<file path="src/rtl/uart_pkg.sv">
//------------------------------------------------------------------------------
// Module   : uart_pkg
// Purpose  : Shared UART types, constants and parity helper (TX and RX).
// Revision : 1.0 - initial release
//------------------------------------------------------------------------------
`default_nettype none

package uart_pkg;

    localparam int DATA_BITS      = 8;
    localparam int OVERSAMPLE_DEF = 16;

    typedef enum logic [2:0] {
        IDLE   = 3'd0,
        START  = 3'd1,
        DATA   = 3'd2,
        PARITY = 3'd3,
        STOP   = 3'd4
    } uart_state_t;

    // par_ty = 1 selects even parity (bit = ^data), 0 selects odd (~^data).
    function automatic logic par_calc(input logic [DATA_BITS-1:0] data,
                                      input logic                 par_ty);
        return par_ty ? (^data) : (~^data);
    endfunction

endpackage : uart_pkg

`default_nettype wire

</file>
<file path="src/rtl/uart_rx_if.sv">
//------------------------------------------------------------------------------
// Module   : uart_rx_if
// Purpose  : Serial line, configuration and byte-delivery signals of uart_rx.
// Revision : 1.0 - initial release
//------------------------------------------------------------------------------
`default_nettype none

interface uart_rx_if
    import uart_pkg::*;
();

    logic                 os_tick;
    logic                 rx;
    logic                 par_en;
    logic                 par_ty;
    logic [DATA_BITS-1:0] rx_data;
    logic                 rx_valid;
    logic                 parity_err;
    logic                 frame_err;
    logic                 rx_busy;

    // Line/configuration side: drives the serial input, consumes bytes.
    modport master (
        output os_tick, rx, par_en, par_ty,
        input  rx_data, rx_valid, parity_err, frame_err, rx_busy
    );

    // Receiver side.
    modport slave (
        input  os_tick, rx, par_en, par_ty,
        output rx_data, rx_valid, parity_err, frame_err, rx_busy
    );

endinterface : uart_rx_if

`default_nettype wire

</file>
<file path="src/rtl/uart_sync.sv">
//------------------------------------------------------------------------------
// Module   : uart_sync
// Purpose  : Multi-stage synchronizer for an idle-high asynchronous line.
// Revision : 1.0 - initial release
//------------------------------------------------------------------------------
`default_nettype none

module uart_sync #(
    parameter int SYNC_STAGES = 2
) (
    input  wire logic clk,
    input  wire logic rst,
    input  wire logic i_async,
    output logic      o_sync
);

    logic [SYNC_STAGES-1:0] r_stages;

    // Reset to 1 so a reset never looks like a start bit.
    always_ff @(posedge clk) begin
        if (rst) begin
            r_stages <= '1;
        end else begin
            r_stages <= {r_stages[SYNC_STAGES-2:0], i_async};
        end
    end

    assign o_sync = r_stages[SYNC_STAGES-1];

endmodule : uart_sync

`default_nettype wire

</file>
<file path="src/rtl/uart_rx.sv">
//------------------------------------------------------------------------------
// Module   : uart_rx
// Purpose  : Oversampling UART receiver, 8N1 / 8E1 / 8O1 with error flags.
// Revision : 1.0 - initial release
//------------------------------------------------------------------------------
`default_nettype none

module uart_rx
    import uart_pkg::*;
#(
    parameter int OVERSAMPLE  = OVERSAMPLE_DEF,
    parameter int SYNC_STAGES = 2
) (
    input wire logic  clk,
    input wire logic  rst,
    uart_rx_if.slave  bus
);

    localparam int               TICK_W   = $clog2(OVERSAMPLE);
    localparam logic [TICK_W-1:0] MID_START = TICK_W'(OVERSAMPLE/2 - 1);
    localparam logic [TICK_W-1:0] MID_BIT   = TICK_W'(OVERSAMPLE - 1);
    localparam logic [2:0]        LAST_BIT  = 3'(DATA_BITS - 1);

    logic w_rx_s;

    uart_sync #(
        .SYNC_STAGES (SYNC_STAGES)
    ) u_sync (
        .clk     (clk),
        .rst     (rst),
        .i_async (bus.rx),
        .o_sync  (w_rx_s)
    );

    uart_state_t          r_state,      w_state;
    logic [TICK_W-1:0]    r_tick_cnt,   w_tick_cnt;
    logic [2:0]           r_bit_cnt,    w_bit_cnt;
    logic [DATA_BITS-1:0] r_shift,      w_shift;
    logic                 r_perr,       w_perr;
    logic                 r_armed,      w_armed;
    logic                 r_par_en,     w_par_en;
    logic                 r_par_ty,     w_par_ty;
    logic [DATA_BITS-1:0] r_rx_data,    w_rx_data;
    logic                 r_rx_valid,   w_rx_valid;
    logic                 r_parity_err, w_parity_err;
    logic                 r_frame_err,  w_frame_err;
    logic                 r_rx_busy,    w_rx_busy;

    always_ff @(posedge clk) begin
        if (rst) begin
            r_state      <= IDLE;
            r_tick_cnt   <= '0;
            r_bit_cnt    <= '0;
            r_shift      <= '0;
            r_perr       <= 1'b0;
            r_armed      <= 1'b0;
            r_par_en     <= 1'b0;
            r_par_ty     <= 1'b0;
            r_rx_data    <= '0;
            r_rx_valid   <= 1'b0;
            r_parity_err <= 1'b0;
            r_frame_err  <= 1'b0;
            r_rx_busy    <= 1'b0;
        end else begin
            r_state      <= w_state;
            r_tick_cnt   <= w_tick_cnt;
            r_bit_cnt    <= w_bit_cnt;
            r_shift      <= w_shift;
            r_perr       <= w_perr;
            r_armed      <= w_armed;
            r_par_en     <= w_par_en;
            r_par_ty     <= w_par_ty;
            r_rx_data    <= w_rx_data;
            r_rx_valid   <= w_rx_valid;
            r_parity_err <= w_parity_err;
            r_frame_err  <= w_frame_err;
            r_rx_busy    <= w_rx_busy;
        end
    end

    always_comb begin
        w_state      = r_state;
        w_tick_cnt   = r_tick_cnt;
        w_bit_cnt    = r_bit_cnt;
        w_shift      = r_shift;
        w_perr       = r_perr;
        w_armed      = r_armed;
        w_par_en     = r_par_en;
        w_par_ty     = r_par_ty;
        w_rx_data    = r_rx_data;
        w_rx_valid   = 1'b0;
        w_parity_err = r_parity_err;
        w_frame_err  = r_frame_err;
        w_rx_busy    = r_rx_busy;

        if (bus.os_tick) begin
            case (r_state)
                IDLE: begin
                    // Only a high-to-low transition may open a frame.
                    if (w_rx_s) begin
                        w_armed = 1'b1;
                    end else if (r_armed) begin
                        w_state    = START;
                        w_tick_cnt = '0;
                        w_par_en   = bus.par_en;
                        w_par_ty   = bus.par_ty;
                    end
                end

                START: begin
                    if (r_tick_cnt == MID_START) begin
                        w_tick_cnt = '0;
                        if (!w_rx_s) begin
                            w_state   = DATA;
                            w_rx_busy = 1'b1;
                            w_bit_cnt = '0;
                        end else begin
                            w_state = IDLE;
                        end
                    end else begin
                        w_tick_cnt = r_tick_cnt + TICK_W'(1);
                    end
                end

                DATA: begin
                    if (r_tick_cnt == MID_BIT) begin
                        w_tick_cnt         = '0;
                        w_shift[r_bit_cnt] = w_rx_s;
                        if (r_bit_cnt == LAST_BIT) begin
                            w_perr  = 1'b0;
                            w_state = r_par_en ? PARITY : STOP;
                        end else begin
                            w_bit_cnt = r_bit_cnt + 3'd1;
                        end
                    end else begin
                        w_tick_cnt = r_tick_cnt + TICK_W'(1);
                    end
                end

                PARITY: begin
                    if (r_tick_cnt == MID_BIT) begin
                        w_tick_cnt = '0;
                        w_perr     = w_rx_s ^ par_calc(r_shift, r_par_ty);
                        w_state    = STOP;
                    end else begin
                        w_tick_cnt = r_tick_cnt + TICK_W'(1);
                    end
                end

                STOP: begin
                    // A low stop bit disarms until the line returns high.
                    if (r_tick_cnt == MID_BIT) begin
                        w_tick_cnt   = '0;
                        w_rx_data    = r_shift;
                        w_frame_err  = ~w_rx_s;
                        w_parity_err = r_perr;
                        w_rx_valid   = 1'b1;
                        w_rx_busy    = 1'b0;
                        w_armed      = w_rx_s;
                        w_state      = IDLE;
                    end else begin
                        w_tick_cnt = r_tick_cnt + TICK_W'(1);
                    end
                end

                default: begin
                    w_state = IDLE;
                end
            endcase
        end
    end

    assign bus.rx_data    = r_rx_data;
    assign bus.rx_valid   = r_rx_valid;
    assign bus.parity_err = r_parity_err;
    assign bus.frame_err  = r_frame_err;
    assign bus.rx_busy    = r_rx_busy;

endmodule : uart_rx

`default_nettype wire
</file>
<file path="src/flat_wrapper.sv">
// flat-port wrapper written by rule: the top's interface ports become plain ports
module uart_rx_flat import uart_pkg::*;
#(
    parameter int OVERSAMPLE  = OVERSAMPLE_DEF,
    parameter int SYNC_STAGES = 2
)
  (clk, rst, bus_os_tick, bus_rx, bus_par_en, bus_par_ty, bus_rx_data, bus_rx_valid, bus_parity_err, bus_frame_err, bus_rx_busy);
  uart_rx_if bus_i ();
  input wire logic clk;
  input wire logic rst;
  input wire logic [$bits(bus_i.os_tick)-1:0] bus_os_tick;
  input wire logic [$bits(bus_i.rx)-1:0] bus_rx;
  input wire logic [$bits(bus_i.par_en)-1:0] bus_par_en;
  input wire logic [$bits(bus_i.par_ty)-1:0] bus_par_ty;
  output wire logic [$bits(bus_i.rx_data)-1:0] bus_rx_data;
  output wire logic [$bits(bus_i.rx_valid)-1:0] bus_rx_valid;
  output wire logic [$bits(bus_i.parity_err)-1:0] bus_parity_err;
  output wire logic [$bits(bus_i.frame_err)-1:0] bus_frame_err;
  output wire logic [$bits(bus_i.rx_busy)-1:0] bus_rx_busy;
  assign bus_i.os_tick = bus_os_tick;
  assign bus_i.rx = bus_rx;
  assign bus_i.par_en = bus_par_en;
  assign bus_i.par_ty = bus_par_ty;
  assign bus_rx_data = bus_i.rx_data;
  assign bus_rx_valid = bus_i.rx_valid;
  assign bus_parity_err = bus_i.parity_err;
  assign bus_frame_err = bus_i.frame_err;
  assign bus_rx_busy = bus_i.rx_busy;
  uart_rx #(.OVERSAMPLE(OVERSAMPLE), .SYNC_STAGES(SYNC_STAGES)) u_core (.clk(clk), .rst(rst), .bus(bus_i));
endmodule
</file>
<file path="config.mk">
export PLATFORM = sky130hd
export DESIGN_NAME = uart_rx_flat
export DESIGN_NICKNAME = d
export VERILOG_FILES = /design/src/rtl/uart_pkg.sv /design/src/rtl/uart_rx_if.sv /design/src/rtl/uart_sync.sv /design/src/rtl/uart_rx.sv /design/src/flat_wrapper.sv
export SDC_FILE = /design/constraint.sdc
export NUM_CORES = 1
export LEC_CHECK = 0
export BUFFER_PORTS_ARGS = -buffer_cell sky130_fd_sc_hd__buf_2
export CORE_ASPECT_RATIO = 1.2
export CORE_UTILIZATION = 57
export CTS_CLUSTER_SIZE = 14
export DETAILED_ROUTE_END_ITERATION = 10
export PLACE_DENSITY = 0.78
export RECOVER_POWER = 100
export SYNTH_ARGS = -nofsm -noshare
export SYNTH_HDL_FRONTEND = slang
export SYNTH_HIERARCHICAL = 1
export SYNTH_SLANG_ARGS = --single-unit
</file>
<file path="constraint.sdc">
create_clock -name clk -period 2.16 [get_ports clk]
set_input_delay 0.216 -clock clk [delete_from_list [all_inputs] [get_ports clk]]
set_output_delay 0.216 -clock clk [all_outputs]
set_load 0.05 [all_outputs]
</file>
==> metrics.txt, run 1 <==
max-slew violation count 0; commonest non-fill, non-tap cell in the layout dfxtp_1; CP endpoint kind flip-flop; Vias/cell ~5.8; M1 GR Usage roughly 27%; initial core utilization 61.2%; kind of critical path reg2reg; Inserted Clock Buffers 5; CP max stage delay between 300 and 400 ps; GR Util met2 a little under two fifths; DIE WIDTH about 52 µm; unrepaired setup endpoints after global routing false; Top delay family on crit path simple AND/OR/NAND/NOR gates; worst-path maximum fanout 12; first-pass GRT wire length about 5.6 mm; Final Hold Vio Count 0; Peak VDD IR 0.388 mV; clk sink count 36; Synth async-reset ratio 0%; Crit. Startpoint u_core/r_tick_cnt[0]$_SDFFE_PP0P_; area of the die ~0.0033 mm²; Max Clock Skew roughly 9.6 ps; CTS tree yes; first drt pass iteration count 4; Hold Path Class in2reg; non-filler cells, final 238; hold_ws roughly 56 ps; crit path cell chain ha_1, and3_1, nand4_1, clkbuf_2, mux2i_1, nor2_1; Port Buffers 17; H-tree levels 2; initial antenna violation count 0; power consumption approximately 1.0 mW; CP Buf/Inv Count 1; Clk pin slew, worst setup/hold paths around 100 ps; Die H between 60 and 70 µm; top_reg_cell synth dfxtp_1; GRT Max-Usage Layer met2; final worst path period share about nine tenths; Setup TNS 0 ps; commonest cells after routing, fill and taps aside dfxtp_1, nor2_1, mux2i_1; Util after Layout between 60 and 70%; Syn Std Cell Area roughly 0.0017 mm²; layout cells sized above 1 under 10%; vias in the first global route around 1300; PostCTS Resize Cnt 0; HPWL after DPL about 2.3 mm; max-cap violations 0; leakage power 0.763 nW; synthesized instance count 192; Clock Latency Late Sink approximately 330 ps; IO Pins 18; Area growth syn-to-layout 5.70%; WP data required 2320 ps; Final min period a little under 2000 ps; post-route ant nets 0; RR Startpoint u_core/r_tick_cnt[0]$_SDFFE_PP0P_; DRT iter0 DRCs 48; total routed wirelength roughly 3.3 mm; CTS Hold Bufs 0; relative slew slack between 6 and 7%; Synth cell types 41; YS warnings 6; dpl cell area around 0.0018 mm²; status finished clean; worst setup margin approximately 240 ps; internal power ~0.80 mW; grt met3 use about 6.6%; Logic pwr share 3.6%; CTS root buf clkbuf_4; DRC viols 0; Highest Clock Rate 520 MHz; Pwr Density around 570 mW/mm²; share of total power in sequential cells 65.1%; Post-CTS Setup Bufs 0; routed vias 1370; CTS Buffer Depth 2; placed cell count about 230; core area between 0.002 and 0.003 mm²; Least-Margin Pin Slew roughly 1400 ps; register area share after synthesis around two fifths; Synth Register Bits 36; total gr overflow 0; Post-Layout Inst Area approximately 0.0018 mm²; Crit-path slowest cell dfxtp_1; Sw Share 22.6%; startpoint types flip-flop; EDFF count, synth 0; Clock power frac 31.3%; DR WL/cell 13.9 µm; ant diodes 0; Setup WS pre-CTS roughly 340 ps; Tot GR Track Use between 20 and 25%; nets approximately 210; Worst Path Arrival 2080 ps; Setup violations, final 0; Hold Crit Start bus_rx; synthesized area per cell 9.04 µm²; largest net degree at the start of global routing 38; P_sw roughly 0.23 mW; syn nets roughly 200; cell row count 21; routability cong. roughly 0.89
-- metal layers --
metal,wire length [µm],share of wire (%)
met2,1660,50
met5,0,0
met1,1430,43
met3,174,5.3
met4,43,1.3
-- final cells by class --
type,count,area (µm²)
fillers,254,1000
well taps,34,42.5
flip-flops and latches,36,721
repair buffers,18,73.8
multi-input cells,142,947
clock buffers,6,41.3
inverters,1,3.75
clock inverters,1,5.00
-- cells in the mapped netlist, drive strengths merged (2+ instances only) --
cell type,instances,area (µm²)
nand2,9,33.8
nand2b,2,12.5
nor2,32,120
nand4,2,12.5
o21ai,10,50.1
or2,3,18.8
nor3b,6,60.1
xnor2,8,70.1
nand3,6,30.0
nor3,3,15.0
o2111ai,2,17.5
a31oi,2,12.5
nor4,2,12.5
dfxtp,36,721
mux2i,21,210
nand3b,5,37.5
clkbuf,6,22.5
ha,3,37.5
buf,7,36.3
a21oi,8,40.0
and2,2,12.5
nor2b,2,12.5
-- final timing paths --
kind | slack [ps] | depth (start not counted) | end
hold reg to reg | 430 | 1 | u_core/u_sync/r_stages[1]$_SDFF_PP1_
setup reg to reg | 240 | 6 | u_core/bus.rx_data[6]$_SDFFE_PP0P_
hold / removal | 60 | 2 | u_core/u_sync/r_stages[0]$_SDFF_PP1_
setup / recovery | 240 | 6 | u_core/bus.rx_data[6]$_SDFFE_PP0P_
-- power by group through the flow --
stage | Combinational [mW] | Sequential, mW | Clock (mW)
finish | 0.0378 | 0.675 | 0.324
global route | 0.0428 | 0.676 | 0.361
detailed placement | 0.0381 | 0.690 | 0
CTS | 0.0383 | 0.675 | 0.338
floorplan | 0.0310 | 0.685 | 0
global placement | 0.0371 | 0.690 | 0
-- registers in the layout (all words and copies together), names as in the netlist --
name	flops
u_core/r_par_en	1
u_core/u_sync/r_stages	2
u_core/r_shift	8
u_core/bus.frame_err	1
u_core/bus.rx_data	8
u_core/bus.parity_err	1
u_core/r_perr	1
u_core/bus.rx_valid	1
u_core/r_par_ty	1
u_core/bus.rx_busy	1
u_core/r_armed	1
u_core/r_state	3
u_core/r_tick_cnt	4
u_core/r_bit_cnt	3
-- cell families after synthesis --
kind of cell / Yosys count / synth area share [%]
multiplexers: 22 / 12.8
XOR/XNOR: 9 / 5.34
buffers and inverters: 14 / 3.60
flip-flops: 36 / 41.5
adder cells (fa/ha/maj): 3 / 2.16
AND/OR/NAND/NOR: 81 / 25.4
AO/OA/AOI/OAI: 27 / 9.23
-- worst reg2reg max path, cell delays in order, from the launching register on --
cell and delay, ps:
dfxtp_1 390, ha_1 250, and3_1 320, nand4_1 180, clkbuf_2 330, mux2i_1 230, nor2_1 50
(Power assumes the default switching activity.)
==> run 2: changes to the inputs <==
Settings changed: CORE_UTILIZATION 57 to 60, CTS_BUF_LIST from default to sky130_fd_sc_hd__clkbuf_2 sky130_fd_sc_hd__clkbuf_4 sky130_fd_sc_hd__clkbuf_8, PLACE_DENSITY 0.78 to 0.81.
==> metrics.txt, run 2 (synthesis results as in run 1) <==
DRC viols 0 (unchanged); PostCTS Resize Cnt 0 (unchanged); total gr overflow 0 (unchanged); kind of critical path reg2reg (unchanged); Tot GR Track Use 23.9% (was 23.0%); DR WL/cell 14.1 µm (was 13.9 µm); Post-CTS Setup Bufs 0 (unchanged); Crit. Startpoint u_core/r_state[1]$_SDFFE_PP0P_ (was u_core/r_tick_cnt[0]$_SDFFE_PP0P_); Least-Margin Pin Slew 618 ps (was 1400 ps); total routed wirelength 3.38 mm (was 3.31 mm); Fill cells 226 (was 254); commonest cells after routing, fill and taps aside dfxtp_1, nor2_1, mux2i_1 (unchanged); initial core utilization 62.9% (was 61.2%); Setup violations, final 0 (unchanged); Clock Latency Late Sink 350 ps (was 330 ps); DIE WIDTH 51.1 µm (was 52.4 µm); max-cap violations 0 (unchanged); startpoint types flip-flop (unchanged); largest net degree at the start of global routing 38 (unchanged); CTS tree yes (unchanged); Area growth syn-to-layout 8.72% (was 5.70%); status finished clean (unchanged); nets 213 (unchanged); Hold Crit Start bus_rx (unchanged); leakage power 0.785 nW (was 0.763 nW); CTS Buffer Depth 2 (unchanged); unrepaired setup endpoints after global routing false (unchanged); Final min period 1890 ps (was 1920 ps); worst-path maximum fanout 17 (was 12); Pwr Density 655 mW/mm² (was 565 mW/mm²); clk sink count 36 (unchanged); metal2 WL 1.72 mm (was 1.66 mm); cell row count 21 (unchanged); wl on met1 1.44 mm (was 1.43 mm); area of the die 0.00311 mm² (was 0.00327 mm²); Vias/cell 5.74 (was 5.76); RR Startpoint u_core/r_state[1]$_SDFFE_PP0P_ (was u_core/r_tick_cnt[0]$_SDFFE_PP0P_); Clk pin slew, worst setup/hold paths 120 ps (was 100 ps); layout cells sized above 1 9.27% (was 7.84%); routed vias 1373 (was 1370); first-pass GRT wire length 5.38 mm (was 5.59 mm); Inserted Clock Buffers 5 (unchanged); CP endpoint kind flip-flop (unchanged); core area 0.00276 mm² (was 0.00284 mm²); multi-input combinational cell area 947 µm² (unchanged); Port Buffers 17 (unchanged); CTS root buf clkbuf_4 (unchanged); Max Clock Skew 18.7 ps (was 9.61 ps); Die H 60.9 µm (was 62.4 µm); Final Hold Vio Count 0 (unchanged); HPWL after DPL 2.37 mm (was 2.31 mm); Hold Path Class in2reg (unchanged); Register Area 721 µm² (unchanged); routability cong. 0.907 (was 0.892); post-route ant nets 0 (unchanged); H-tree levels 2 (unchanged); relative slew slack 58.8% (was 6.35%); Peak VDD IR 0.786 mV (was 0.388 mV); CTS Hold Bufs 0 (unchanged); met3 WL 174 µm (unchanged); Worst Path Arrival 2110 ps (was 2080 ps); vias in the first global route 1181 (was 1271); IO Pins 18 (unchanged); max-slew violation count 0 (unchanged); Setup TNS 0 ps (unchanged); final worst path period share 87.4% (was 89.0%); DRT iter0 DRCs 51 (was 48); commonest non-fill, non-tap cell in the layout dfxtp_1 (unchanged); WP data required 2380 ps (was 2320 ps); first drt pass iteration count 4 (unchanged); initial antenna violation count 0 (unchanged); Highest Clock Rate 530 MHz (was 520 MHz); Post-Layout Inst Area 0.00189 mm² (was 0.00183 mm²); Max Used Layer met4 (unchanged); ant diodes 0 (unchanged); dpl cell area 0.00181 mm² (unchanged)
==> run 2: final timing paths <==
check | end | slack (ps) | depth (start not counted)
worst max-delay path | u_core/r_shift[4]$_SDFFE_PP0P_ | 270 | 5
worst max register to register | u_core/r_shift[4]$_SDFFE_PP0P_ | 270 | 5
worst min-delay path | u_core/u_sync/r_stages[0]$_SDFF_PP1_ | 60 | 2
worst min register to register | u_core/u_sync/r_stages[1]$_SDFF_PP1_ | 410 | 1
==> run 2: layout make-up <==
| class | count | area share (%) |
|---|---|---|
| clock inverter | 1 | 1.59 |
| inverter | 1 | 0.199 |
| tap | 34 | 2.25 |
| clock buffer | 7 | 3.45 |
| timing repair buffer | 18 | 4.11 |
| sequential | 36 | 38.2 |
| multi-input combinational | 142 | 50.2 |
==> run 2: per-layer routing <==
metal / up-vias / track usage [%]
li1: 698 / -
met5: - / 0
met4: 0 / 11.9
met3: 6 / 6.77
met1: 631 / 29.0
met2: 38 / 39.1
==> run 2: worst max-delay path, stage by stage (launching register included) <==
cell and delay [ps]:
dfxtp_1 630, nor3b_1 400, nand4b_2 220, nor3b_2 240
mux2i_1 200, nor2_1 60
==> run 2: where the power goes <==
part	internal, mW	total [mW]	leakage [nW]	switching [mW]
Sequential	0.668	0.674	0.291	0.00659
Combinational	0.0148	0.0385	0.443	0.0237
Clock	0.307	0.523	0.0515	0.216
Total	0.990	1.24	0.785	0.246
==> run 2: metrics by stage <==
stage	hold slack [ps]	instances	utilization, %	setup slack (ps)	power [mW]
2_1_floorplan	313	192	-	517	0.716
3_3_place_gp	391	231	65.7	360	0.727
3_5_place_dp	397	231	65.7	306	0.728
4_1_cts	49.5	239	69.1	275	1.25
5_1_grt	59.0	239	68.4	55.0	1.28
6_report	58.6	239	68.4	273	1.24
